<file path="config.mk">
export PLATFORM = sky130hd
export DESIGN_NAME = mem_stage_flat
export DESIGN_NICKNAME = d
export VERILOG_FILES = /design/src/rtl/core_pkg.sv /design/src/rtl/mem_stage_if.sv /design/src/rtl/mem_align.sv /design/src/rtl/mem_stage.sv /design/src/flat_wrapper.sv
export SDC_FILE = /design/constraint.sdc
export NUM_CORES = 1
export LEC_CHECK = 0
export ABC_AREA = 1
export CAP_MARGIN = 20
export CORE_UTILIZATION = 48
export CTS_CLUSTER_DIAMETER = 30
export CTS_CLUSTER_SIZE = 28
export DETAILED_ROUTE_END_ITERATION = 8
export PLACE_DENSITY = 0.81
export SYNTH_ARGS = -nofsm -noshare
export SYNTH_HDL_FRONTEND = slang
export SYNTH_SLANG_ARGS = --single-unit
</file>
<file path="constraint.sdc">
create_clock -name clk -period 2.4 [get_ports clk]
set_input_delay 0.36 -clock clk [delete_from_list [all_inputs] [get_ports clk]]
set_output_delay 0.36 -clock clk [all_outputs]
set_load 0.05 [all_outputs]
</file>
<file path="src/rtl/core_pkg.sv">
// Shared core definitions: writeback selects, funct3 codes
// and the memory-stage FSM encoding.
package core_pkg;

  localparam logic [3:0] WB_ALU = 4'd0;
  localparam logic [3:0] WB_MEM = 4'd1;
  localparam logic [3:0] WB_PC  = 4'd2;
  localparam logic [3:0] WB_CSR = 4'd3;

  localparam logic [2:0] F3_B  = 3'b000;
  localparam logic [2:0] F3_H  = 3'b001;
  localparam logic [2:0] F3_W  = 3'b010;
  localparam logic [2:0] F3_BU = 3'b100;
  localparam logic [2:0] F3_HU = 3'b101;

  typedef enum logic [1:0] {
    IDLE    = 2'd0,
    RD_WAIT = 2'd1,
    WR_WAIT = 2'd2
  } mem_state_e;

endpackage

</file>
<file path="src/rtl/mem_stage_if.sv">
// Data-memory port between the memory stage (master)
// and the data memory (slave).
interface mem_stage_if #(
  parameter int XLEN = 32
);

  logic [XLEN-1:0] memory_d_addr;
  logic            memory_d_ren;
  logic            memory_wen;
  logic [XLEN-1:0] memory_wmask;
  logic [XLEN-1:0] memory_wdata;
  logic [XLEN-1:0] memory_rdata;
  logic            memory_ready;

  modport master (
    output memory_d_addr,
    output memory_d_ren,
    output memory_wen,
    output memory_wmask,
    output memory_wdata,
    input  memory_rdata,
    input  memory_ready
  );

  modport slave (
    input  memory_d_addr,
    input  memory_d_ren,
    input  memory_wen,
    input  memory_wmask,
    input  memory_wdata,
    output memory_rdata,
    output memory_ready
  );

endinterface

</file>
<file path="src/rtl/mem_align.sv">
// Combinational store lane/mask generation, load lane
// extraction/extension and access legality check.
module mem_align
  import core_pkg::*;
#(
  parameter int XLEN = 32
) (
  input  logic [2:0]      funct3_i,
  input  logic [1:0]      lane_i,
  input  logic            is_store_i,
  input  logic [XLEN-1:0] st_data_i,
  input  logic [XLEN-1:0] ld_word_i,
  output logic [XLEN-1:0] wmask_o,
  output logic [XLEN-1:0] wdata_o,
  output logic [XLEN-1:0] ld_data_o,
  output logic            misaligned_o
);

  logic [XLEN-1:0] shifted;

  assign shifted = ld_word_i >> {lane_i, 3'b000};

  always_comb begin
    wmask_o      = '0;
    wdata_o      = '0;
    ld_data_o    = '0;
    misaligned_o = 1'b1;
    case (funct3_i)
      F3_B: begin
        misaligned_o = 1'b0;
        wmask_o   = XLEN'(8'hFF) << {lane_i, 3'b000};
        wdata_o   = {(XLEN/8){st_data_i[7:0]}};
        ld_data_o = {{(XLEN-8){shifted[7]}}, shifted[7:0]};
      end
      F3_BU: begin
        // zero-extending forms exist only for loads
        misaligned_o = is_store_i;
        ld_data_o = {{(XLEN-8){1'b0}}, shifted[7:0]};
      end
      F3_H: begin
        misaligned_o = lane_i[0];
        wmask_o   = XLEN'(16'hFFFF) << {lane_i[1], 4'b0000};
        wdata_o   = {(XLEN/16){st_data_i[15:0]}};
        ld_data_o = {{(XLEN-16){shifted[15]}}, shifted[15:0]};
      end
      F3_HU: begin
        misaligned_o = is_store_i | lane_i[0];
        ld_data_o = {{(XLEN-16){1'b0}}, shifted[15:0]};
      end
      F3_W: begin
        misaligned_o = (lane_i != 2'b00);
        wmask_o   = '1;
        wdata_o   = st_data_i;
        ld_data_o = ld_word_i;
      end
      default: begin
        misaligned_o = 1'b1;
      end
    endcase
  end

endmodule

</file>
<file path="src/rtl/mem_stage.sv">
// RV32I memory-access stage: issues loads/stores on the
// data port, stalls upstream, emits a writeback packet.
module mem_stage
  import core_pkg::*;
#(
  parameter int XLEN        = 32,
  parameter int MEM_TIMEOUT = 0
) (
  input  logic            clk,
  input  logic            reset,
  input  logic            in_valid,
  output logic            in_ready,
  input  logic [XLEN-1:0] in_alu_out,
  input  logic [XLEN-1:0] in_rs2_data,
  input  logic            in_mem_wen,
  input  logic [2:0]      in_funct3,
  input  logic [3:0]      in_wb_sel,
  input  logic [4:0]      in_wb_addr,
  input  logic            in_rf_wen,
  input  logic [XLEN-1:0] in_pc,
  mem_stage_if.master     dmem,
  output logic            out_valid,
  output logic [XLEN-1:0] out_wb_data,
  output logic [4:0]      out_wb_addr,
  output logic            out_rf_wen,
  output logic [XLEN-1:0] out_pc,
  output logic            out_err
);

  localparam int CW =
    (MEM_TIMEOUT > 1) ? $clog2(MEM_TIMEOUT) : 1;
  localparam logic [CW-1:0] TO_LAST =
    CW'((MEM_TIMEOUT > 0) ? MEM_TIMEOUT - 1 : 0);

  mem_state_e      state_q, state_d;
  logic [XLEN-1:0] addr_q, addr_d;
  logic [2:0]      f3_q, f3_d;
  logic [4:0]      wba_q, wba_d;
  logic            rfw_q, rfw_d;
  logic [XLEN-1:0] pc_q, pc_d;
  logic [CW-1:0]   cnt_q, cnt_d;

  logic            ov_q, ov_d;
  logic [XLEN-1:0] owd_q, owd_d;
  logic [4:0]      owa_q, owa_d;
  logic            orw_q, orw_d;
  logic [XLEN-1:0] opc_q, opc_d;
  logic            oerr_q, oerr_d;

  logic [XLEN-1:0] da_q, da_d;
  logic            ren_q, ren_d;
  logic            wen_q, wen_d;
  logic [XLEN-1:0] wm_q, wm_d;
  logic [XLEN-1:0] wd_q, wd_d;

  logic            idle, is_store, is_mem;
  logic            timeout, done_ok;
  logic [2:0]      al_f3;
  logic [1:0]      al_lane;
  logic [XLEN-1:0] al_wmask, al_wdata, al_ld;
  logic            al_mis;

  assign idle     = (state_q == IDLE);
  assign is_store = in_mem_wen;
  assign is_mem   = in_mem_wen | (in_wb_sel == WB_MEM);
  assign timeout  = (MEM_TIMEOUT > 0) && (cnt_q == TO_LAST);
  assign done_ok  = dmem.memory_ready;

  // IDLE decodes the incoming op; wait states decode the held one
  assign al_f3   = idle ? in_funct3 : f3_q;
  assign al_lane = idle ? in_alu_out[1:0] : addr_q[1:0];

  mem_align #(.XLEN(XLEN)) u_align (
    .funct3_i     (al_f3),
    .lane_i       (al_lane),
    .is_store_i   (is_store),
    .st_data_i    (in_rs2_data),
    .ld_word_i    (dmem.memory_rdata),
    .wmask_o      (al_wmask),
    .wdata_o      (al_wdata),
    .ld_data_o    (al_ld),
    .misaligned_o (al_mis)
  );

  always_comb begin
    state_d = state_q;
    addr_d  = addr_q;
    f3_d    = f3_q;
    wba_d   = wba_q;
    rfw_d   = rfw_q;
    pc_d    = pc_q;
    cnt_d   = cnt_q;
    ov_d    = 1'b0;
    owd_d   = owd_q;
    owa_d   = owa_q;
    orw_d   = orw_q;
    opc_d   = opc_q;
    oerr_d  = oerr_q;
    da_d    = da_q;
    ren_d   = ren_q;
    wen_d   = wen_q;
    wm_d    = wm_q;
    wd_d    = wd_q;
    unique case (state_q)
      IDLE: begin
        if (in_valid) begin
          addr_d = in_alu_out;
          f3_d   = in_funct3;
          wba_d  = in_wb_addr;
          rfw_d  = in_rf_wen;
          pc_d   = in_pc;
          cnt_d  = '0;
          if (is_mem && !al_mis) begin
            da_d = {in_alu_out[XLEN-1:2], 2'b00};
            if (is_store) begin
              wen_d   = 1'b1;
              wm_d    = al_wmask;
              wd_d    = al_wdata;
              state_d = WR_WAIT;
            end else begin
              ren_d   = 1'b1;
              state_d = RD_WAIT;
            end
          end else begin
            ov_d   = 1'b1;
            owd_d  = in_alu_out;
            owa_d  = in_wb_addr;
            opc_d  = in_pc;
            oerr_d = is_mem;
            orw_d  = in_rf_wen & ~is_mem;
          end
        end
      end
      RD_WAIT, WR_WAIT: begin
        // a ready response wins over a coincident timeout
        if (done_ok || timeout) begin
          ren_d   = 1'b0;
          wen_d   = 1'b0;
          wm_d    = '0;
          state_d = IDLE;
          ov_d    = 1'b1;
          owa_d   = wba_q;
          opc_d   = pc_q;
          oerr_d  = ~done_ok;
          orw_d   = done_ok & rfw_q &
                    (state_q == RD_WAIT);
          owd_d   = (done_ok && state_q == RD_WAIT) ?
                    al_ld : addr_q;
        end else begin
          cnt_d = cnt_q + CW'(1);
        end
      end
      default: begin
        state_d = IDLE;
      end
    endcase
  end

  always_ff @(posedge clk) begin
    if (reset) begin
      state_q <= IDLE;
      addr_q  <= '0;
      f3_q    <= '0;
      wba_q   <= '0;
      rfw_q   <= 1'b0;
      pc_q    <= '0;
      cnt_q   <= '0;
      ov_q    <= 1'b0;
      owd_q   <= '0;
      owa_q   <= '0;
      orw_q   <= 1'b0;
      opc_q   <= '0;
      oerr_q  <= 1'b0;
      da_q    <= '0;
      ren_q   <= 1'b0;
      wen_q   <= 1'b0;
      wm_q    <= '0;
      wd_q    <= '0;
    end else begin
      state_q <= state_d;
      addr_q  <= addr_d;
      f3_q    <= f3_d;
      wba_q   <= wba_d;
      rfw_q   <= rfw_d;
      pc_q    <= pc_d;
      cnt_q   <= cnt_d;
      ov_q    <= ov_d;
      owd_q   <= owd_d;
      owa_q   <= owa_d;
      orw_q   <= orw_d;
      opc_q   <= opc_d;
      oerr_q  <= oerr_d;
      da_q    <= da_d;
      ren_q   <= ren_d;
      wen_q   <= wen_d;
      wm_q    <= wm_d;
      wd_q    <= wd_d;
    end
  end

  assign in_ready           = idle;
  assign out_valid          = ov_q;
  assign out_wb_data        = owd_q;
  assign out_wb_addr        = owa_q;
  assign out_rf_wen         = orw_q;
  assign out_pc             = opc_q;
  assign out_err            = oerr_q;
  assign dmem.memory_d_addr = da_q;
  assign dmem.memory_d_ren  = ren_q;
  assign dmem.memory_wen    = wen_q;
  assign dmem.memory_wmask  = wm_q;
  assign dmem.memory_wdata  = wd_q;

endmodule

</file>
<file path="src/flat_wrapper.sv">
// flat-port wrapper written by rule: the top's interface ports become plain ports
module mem_stage_flat import core_pkg::*;
#(
  parameter int XLEN        = 32,
  parameter int MEM_TIMEOUT = 0
)
  (clk, reset, in_valid, in_ready, in_alu_out, in_rs2_data, in_mem_wen, in_funct3, in_wb_sel, in_wb_addr, in_rf_wen, in_pc, out_valid, out_wb_data, out_wb_addr, out_rf_wen, out_pc, out_err, dmem_memory_d_addr, dmem_memory_d_ren, dmem_memory_wen, dmem_memory_wmask, dmem_memory_wdata, dmem_memory_rdata, dmem_memory_ready);
  mem_stage_if #(.XLEN(XLEN)) dmem_i ();
  input  logic clk;
  input  logic reset;
  input  logic in_valid;
  output logic in_ready;
  input  logic [XLEN-1:0] in_alu_out;
  input  logic [XLEN-1:0] in_rs2_data;
  input  logic in_mem_wen;
  input  logic [2:0] in_funct3;
  input  logic [3:0] in_wb_sel;
  input  logic [4:0] in_wb_addr;
  input  logic in_rf_wen;
  input  logic [XLEN-1:0] in_pc;
  output logic out_valid;
  output logic [XLEN-1:0] out_wb_data;
  output logic [4:0] out_wb_addr;
  output logic out_rf_wen;
  output logic [XLEN-1:0] out_pc;
  output logic out_err;
  output wire logic [$bits(dmem_i.memory_d_addr)-1:0] dmem_memory_d_addr;
  output wire logic [$bits(dmem_i.memory_d_ren)-1:0] dmem_memory_d_ren;
  output wire logic [$bits(dmem_i.memory_wen)-1:0] dmem_memory_wen;
  output wire logic [$bits(dmem_i.memory_wmask)-1:0] dmem_memory_wmask;
  output wire logic [$bits(dmem_i.memory_wdata)-1:0] dmem_memory_wdata;
  input wire logic [$bits(dmem_i.memory_rdata)-1:0] dmem_memory_rdata;
  input wire logic [$bits(dmem_i.memory_ready)-1:0] dmem_memory_ready;
  assign dmem_memory_d_addr = dmem_i.memory_d_addr;
  assign dmem_memory_d_ren = dmem_i.memory_d_ren;
  assign dmem_memory_wen = dmem_i.memory_wen;
  assign dmem_memory_wmask = dmem_i.memory_wmask;
  assign dmem_memory_wdata = dmem_i.memory_wdata;
  assign dmem_i.memory_rdata = dmem_memory_rdata;
  assign dmem_i.memory_ready = dmem_memory_ready;
  mem_stage #(.XLEN(XLEN), .MEM_TIMEOUT(MEM_TIMEOUT)) u_core (.clk(clk), .reset(reset), .in_valid(in_valid), .in_ready(in_ready), .in_alu_out(in_alu_out), .in_rs2_data(in_rs2_data), .in_mem_wen(in_mem_wen), .in_funct3(in_funct3), .in_wb_sel(in_wb_sel), .in_wb_addr(in_wb_addr), .in_rf_wen(in_rf_wen), .in_pc(in_pc), .dmem(dmem_i), .out_valid(out_valid), .out_wb_data(out_wb_data), .out_wb_addr(out_wb_addr), .out_rf_wen(out_rf_wen), .out_pc(out_pc), .out_err(out_err));
endmodule
</file>
==> metrics.md, run 1 <==
| Metric | Value |
|---|---|
| Layout fillers | about 1700 |
| Cells after DPL | 2081 |
| Setup violators final | 0 |
| Actual slew at the worst max-slew pin | 0.6758 ns |
| CTS hold repair buffers | 0 |
| Most frequent cells in the layout | nand2_1, clkdlybuf4s50_1, a21oi_1, dfxtp_1, o21ai_0 |
| Syn-to-layout area delta | 45.75% |
| ANT cells | 0 |
| Worst Hold Class | input pin to flop |
| Final Hold Vio Count | 0 |
| All-Layer GR Usage | 31.07% |
| ANT nets after route | 0 |
| Outcome | completed |
| Fin crit period | 2.268 ns |
| Setup crit end kind | flop |
| Max cap viols | 0 |
| Lkg Pwr | ~6.4 nW |
| Vias in the first global route | roughly 11000 |
| Site row count | between 50 and 60 |
| Final Power | 21.85 mW |
| Post-synthesis sequential area ratio | 40.70% |
| Max-slew violation count | 0 |
| First-pass GRT wire length | 55740 µm |
| Family with the most delay on the worst path | simple AND/OR/NAND/NOR gates |
| DR DRC count | 0 |
| CTS sink cnt | 215 |
| Worst rel slew slack | a little over half |
| Initial antenna violation count | 0 |
| CP dominant cell by count | nand2_1 |
| FMAX | 0.4410 GHz |
| Grt met1 use | 40.01% |
| Place WS | -0.01677 ns |
| Worst-Skew Late Latency | 0.52 ns |
| H-tree depth | 2 |
| Busiest grt layer | met2 |
| TritonCTS Buffers | 45 |
| Worst setup SP type | flop |
| Worst setup margin | 0.1322 ns |
| Hpwl dp | ~24000 µm |
| Die area | 22630 µm² |
| Synth cell types | 37 |
| Most common cell after layout, fill and taps aside | nand2_1 |
| Synth Register Bits | 215 |
| GR Layer Usage met2 | 50.21% |
| Buf+Inv Stages, Crit Path | 4 |
| VDD IR max | 0.8332 mV |
| CTS root buf | clkbuf_16 |
| Pwr dens | 1417 nW/µm² |
| Ratio of final minimum period to clock period | 94.49% |
| Clock transition at path regs | 0.05 ns |
| Final Skew | ~0.022 ns |
| Arr. time, crit path | 2.72 ns |
| Synth warn | 0 |
| Share of layout cells above drive strength 1 | 10.74% |
| Via count | between 10000 and 15000 |
| WP data required | roughly 2.9 ns |
| Mapped cell area | 10580 µm² |
| Via density | 5.301 |
| Grt ovf | 0 |
| Initial core utilization | 49.68% |
| Met3 Track Usage GR | 7.091% |
| Wire length per cell | 16.50 µm |
| Max stage delay on crit path | 0.35 ns |
| Kind of critical path | flop to flop |
| Die W | 150.4 µm |
| I/O Pins | 317 |
| Crit path max-delay cell type | dfxtp_1 |
| TritonCTS clock tree | done |
| Drt pass-1 iters | 5 |
| Largest net degree at the start of global routing | 86 |
| Finished Layout Cells | 2165 |
| Bufs on Longest Clock Path | 3 |
| WL final | 35710 µm |
| Final Wtd Congestion | 0.9803 |
| Chip height | 150.4 µm |
| Post-route cell area | 15410 µm² |
| Placed cell areas | 13850 µm² |
| PortBufs | 314 |
| Nets@finish | 2007 |
| Synth Area per Inst | 6.731 µm² |
| Syn Inst Count | 1571 |
| First DRT Iteration DRCs | slightly below 1000 |
| Core Area | around 21000 µm² |
| Crit-path max FO | 10 |
| CP Cell Sequence | inv_1, buf_4, ha_4, nand2_1, nand2_4, inv_1, nor2_2, buf_4, nand2_1, o21ai_0, o21ai_0, nand2_1, nand2_1, nand2_1, a21oi_1 |
worst register-to-register path, delay by kind of cell (launching register included):
family          cells  cell delay, ns
compound gates      3            0.50
fa+ha+maj           1            0.17
buf+inv             4            0.60
flops               1            0.35
simple gates        7            0.60
registers in the layout (all words and copies together) (netlist names), 2 cells and up:
| signal | count |
|---|---|
| u_core.addr_q | 32 |
| u_core.dmem.memory_wdata | 32 |
| u_core.out_pc | 32 |
| u_core.out_wb_data | 32 |
| u_core.pc_q | 32 |
| u_core.dmem.memory_d_addr | 30 |
| u_core.out_wb_addr | 5 |
| u_core.wba_q | 5 |
| u_core.dmem.memory_wmask | 4 |
| u_core.f3_q | 3 |
| u_core.state_q | 2 |
per-stage QoR:
step           TNS [ns]  hold slack (ns)  utilization (%)
2_1_floorplan         0           0.4549                -
4_1_cts               0           0.3786            71.83
6_report              0           0.3907            72.41
5_1_grt         -0.1528           0.4031            72.41
3_3_place_gp          0           0.4284            65.09
3_5_place_dp   -0.01721           0.4366            65.09
metal layers:
layer	share of wire, %	vias to the layer above
met5	0	-
li1	-	5593
met2	46	512
met3	9.5	92
met4	3.4	0
met1	41	5279
where the power goes:
| part | total (mW) | internal (mW) | switching, mW |
|---|---|---|---|
| registers | 5.21 | 4.64 | 0.571 |
| clock network | 5.77 | 3.76 | 2.01 |
| logic | 10.9 | 3.64 | 7.23 |
synthesized netlist by cell type (all sizes together):
cell type / instances / area, µm²
a211oi: 1 / 7.510
a21oi: 233 / 1204
a32o: 2 / 20.02
a32oi: 5 / 43.79
buf: 75 / 506.7
clkbuf: 56 / 210.2
clkinv: 1 / 3.750
conb: 1 / 3.750
dfxtp: 215 / 4304
ha: 4 / 50.05
inv: 132 / 498.0
nand2: 523 / 2001
nand3: 50 / 315.3
nand3b: 2 / 15.01
nand4: 9 / 71.32
nor2: 83 / 350.3
nor3: 3 / 26.28
o211ai: 10 / 75.07
o21ai: 145 / 737.0
o31ai: 1 / 7.510
or2: 20 / 125.1
cell families after synthesis:
logic type,after synthesis,synth area share [%]
AND/OR/NAND/NOR,690,27.46
adder cells (fa/ha/maj),4,0.4733
AO/OA/AOI/OAI,397,19.81
flip-flops,215,40.70
other,1,0.03546
buffers and inverters,264,11.52
cell type report:
type	count	area (µm²)	area share [%]
tap	275	344.1	2.232
multi-input combinational	1093	5097	33.07
clock inverter	27	234.0	1.518
timing repair buffer	369	3734	24.22
inverter	133	513.0	3.328
sequential	215	4305	27.93
clock buffer	53	1186	7.695
repair_timing:
item                                    4_1_cts  5_1_grt
setup buffers                                 0        2
endpoints found under the hold margin         0        0
pin swaps                                     0        1
gates resized for setup                       4       13
gates cloned                                  0        2
endpoints found under the setup margin       44      135
final timing paths:
kind	start	end	slack (ns)	cells after the start
max	u_core.state_q[1]	u_core.out_wb_data[0]	0.13	15
min	in_pc[22]	u_core.pc_q[22]	0.39	3
max reg2reg	u_core.state_q[1]	u_core.out_wb_data[0]	0.13	15
min reg2reg	u_core.dmem.memory_wdata[20]	u_core.dmem.memory_wdata[20]	0.45	2
No activity file was read; power rests on OpenSTA's default activity.
==> run 2: changes to the inputs <==
--- a/config.mk
+++ b/config.mk
@@ -8,7 +8,6 @@
 export ABC_AREA = 1
 export CAP_MARGIN = 20
 export CORE_UTILIZATION = 48
-export CTS_CLUSTER_DIAMETER = 30
 export CTS_CLUSTER_SIZE = 28
 export DETAILED_ROUTE_END_ITERATION = 8
 export PLACE_DENSITY = 0.81
==> metrics.md, run 2 (synthesis results as in run 1) <==
| Metric | Value |
|---|---|
| Setup violators final | 0 (unchanged) |
| Core Area | 21290 µm² (unchanged) |
| DR DRC count | 0 (unchanged) |
| Crit path max-delay cell type | dfxtp_2 (was dfxtp_1) |
| Post-Route M1 WL | 14900 µm (was 14620 µm) |
| First-pass GRT wire length | 54170 µm (was 55740 µm) |
| Worst-Skew Late Latency | 0.51 ns (was 0.52 ns) |
| Ratio of final minimum period to clock period | 93.16% (was 94.49%) |
| Flop2flop setup slack | 0.16 ns (was 0.13 ns) |
| All-Layer GR Usage | 30.04% (was 31.07%) |
| ANT nets after route | 0 (unchanged) |
| Top Metal Used | met4 (unchanged) |
| Die area | 22630 µm² (unchanged) |
| Hold Path Depth | 3 (unchanged) |
| Final Wtd Congestion | 0.9803 (unchanged) |
| Site row count | 53 (unchanged) |
| Share of layout cells above drive strength 1 | 8.904% (was 10.74%) |
| Hpwl dp | 24220 µm (unchanged) |
| Vias in the first global route | 10440 (was 10750) |
| RR Endpoint | u_core.out_wb_data[21] (was u_core.out_wb_data[0]) |
| Final Power | 19.47 mW (was 21.85 mW) |
| Wire length per cell | 16.53 µm (was 16.50 µm) |
| R2R depth | 14 (was 15) |
| Most common cell after layout, fill and taps aside | nand2_1 (unchanged) |
| Max stage delay on crit path | 0.33 ns (was 0.35 ns) |
| Final core utilization | 69.16% (was 72.41%) |
| CTS root buf | clkbuf_16 (unchanged) |
| WL final | 35190 µm (was 35710 µm) |
| Most frequent cells in the layout | nand2_1, clkdlybuf4s50_1, a21oi_1, dfxtp_1, o21ai_0 (unchanged) |
| Via count | 11340 (was 11480) |
| Chip height | 150.4 µm (unchanged) |
| CP Cell Sequence | inv_1, ha_4, buf_4, nand2_1, nand2_2, buf_6, nand3_2, inv_2, nand3_2, nand3_1, nand2_1, nand2_1, nand2_1, a21oi_2 (was inv_1, buf_4, ha_4, nand2_1, nand2_4, inv_1, nor2_2, buf_4, nand2_1, o21ai_0, o21ai_0, nand2_1, nand2_1, nand2_1, a21oi_1) |
| WHS Endpoint | u_core.pc_q[22] (unchanged) |
| Final Skew | 0.007929 ns (was 0.02153 ns) |
| TritonCTS Buffers | 23 (was 45) |
| I/O Pins | 317 (unchanged) |
| ANT cells | 0 (unchanged) |
| Max cap viols | 0 (unchanged) |
| Family with the most delay on the worst path | simple AND/OR/NAND/NOR gates (unchanged) |
| Drt pass-1 iters | 5 (unchanged) |
| Setup crit end kind | flop (unchanged) |
| Initial core utilization | 49.68% (unchanged) |
| Worst Hold Class | input pin to flop (unchanged) |
| Worst r2r src | u_core.state_q[0] (was u_core.state_q[1]) |
| Nets@finish | 1986 (was 2007) |
| WL met2 | 16320 µm (was 16490 µm) |
| Lkg Pwr | 6.095 nW (was 6.443 nW) |
| Fin crit period | 2.236 ns (was 2.268 ns) |
| First DRT Iteration DRCs | 1059 (was 990) |
| Pwr dens | 1323 nW/µm² (was 1417 nW/µm²) |
| Layout fillers | 1763 (was 1677) |
| Kind of critical path | flop to flop (unchanged) |
| Actual slew at the worst max-slew pin | 0.6601 ns (was 0.6758 ns) |
| Worst setup SP type | flop (unchanged) |
| Buf+Inv Stages, Crit Path | 4 (unchanged) |
| CTS hold repair buffers | 0 (unchanged) |
| CTS sink cnt | 215 (unchanged) |
| Clock transition at path regs | 0.06 ns (was 0.05 ns) |
| Final Hold Vio Count | 0 (unchanged) |
| PortBufs | 314 (unchanged) |
| Syn-to-layout area delta | 39.21% (was 45.75%) |
| Outcome | completed (unchanged) |
| Via density | 5.327 (was 5.301) |
| Worst rel slew slack | 55.99% (was 54.95%) |
| CP dominant cell by count | nand2_1 (unchanged) |
| Max-slew violation count | 0 (unchanged) |
| Largest net degree at the start of global routing | 86 (unchanged) |
| Worst setup margin | 0.1643 ns (was 0.1322 ns) |
| Bufs on Longest Clock Path | 3 (unchanged) |
| Crit-path max FO | 15 (was 10) |
| Met3 wire length | 3059 µm (was 3376 µm) |
| Place WS | -0.01677 ns (unchanged) |
| H-tree depth | 1 (was 2) |
| VDD IR max | 0.7883 mV (was 0.8332 mV) |
| FMAX | 0.4473 GHz (was 0.4410 GHz) |
| Arr. time, crit path | 2.69 ns (was 2.72 ns) |
| HP Start | in_pc[22] (unchanged) |
| Initial antenna violation count | 0 (unchanged) |
| TritonCTS clock tree | done (unchanged) |
| Grt ovf | 0 (unchanged) |
| Die W | 150.4 µm (unchanged) |
| WP data required | 2.85 ns (about the same) |
## run 2: how the worst max path moves through the flow
| stage | start | to | cells after the start |
|---|---|---|---|
| final | u_core.state_q[0] | u_core.out_wb_data[21] | 14 |
| after CTS | u_core.state_q[0] | u_core.out_wb_data[4] | 14 |
| after floorplan | u_core.state_q[1] | u_core.dmem.memory_wdata[2] | 16 |
| after global placement | u_core.state_q[0] | u_core.out_pc[1] | 14 |
| after detailed placement | u_core.state_q[0] | u_core.dmem.memory_wdata[4] | 13 |
| after global routing | u_core.state_q[1] | u_core.dmem.memory_wdata[5] | 14 |
## run 2: layout make-up
| class | instances | area (µm²) | area share, % |
|---|---|---|---|
| clock buffer | 36 | 684.4 | 4.649 |
| clock inverter | 6 | 36.28 | 0.2465 |
| inverter | 133 | 513.0 | 3.485 |
| multi-input combinational | 1094 | 5105 | 34.68 |
| sequential | 215 | 4305 | 29.25 |
| tap | 275 | 344.1 | 2.337 |
| timing repair buffer | 369 | 3734 | 25.36 |
## run 2: tightest hold or removal path, stage by stage
cell and delay (ns):
clkdlybuf4s50_1 0.39, inv_1 0.06, a21oi_1 0.05
## run 2: timing repair
item | 4_1_cts | 5_1_grt
cloned | 0 | 3
endpoints found under the hold margin | 0 | 0
endpoints found under the setup margin | 22 | 134
buffers inserted | 0 | 2
gates resized for setup | 4 | 14
pin swaps | 0 | 1
## run 2: per-stage QoR
step / setup TNS (ns) / cell area, µm² / std cells / hold WS [ns]
after global routing: -0.001454 / 14720 / 2128 / 0.4087
final: 0 / 14720 / 2128 / 0.3974
after detailed placement: -0.01721 / 13850 / 2081 / 0.4366
after floorplan: 0 / 10580 / 1572 / 0.4549
after global placement: 0 / 13850 / 2081 / 0.4284
after CTS: 0 / 14590 / 2123 / 0.3843
## run 2: report_power, final
part / leakage, nW / internal [mW] / switching, mW
Clock: 0.355 / 1.96 / 1.46
Sequential: 1.77 / 4.63 / 0.570
Combinational: 3.97 / 3.64 / 7.22
Total: 6.10 / 10.2 / 9.25
## run 2: metal layers
layer	vias up	track usage [%]
met3	59	6.788
met4	0	9.040
li1	5535	-
met5	-	0
met2	469	49.12
met1	5272	39.25
==> run 3: changes to the inputs <==
--- a/config.mk
+++ b/config.mk
@@ -8,7 +8,6 @@
 export ABC_AREA = 1
 export CAP_MARGIN = 20
 export CORE_UTILIZATION = 48
-export CTS_CLUSTER_SIZE = 28
 export DETAILED_ROUTE_END_ITERATION = 8
 export PLACE_DENSITY = 0.81
 export SYNTH_ARGS = -nofsm -noshare
==> results of run 3 <==
Same layout as run 2: the final DEF is identical, and so are final timing and power.
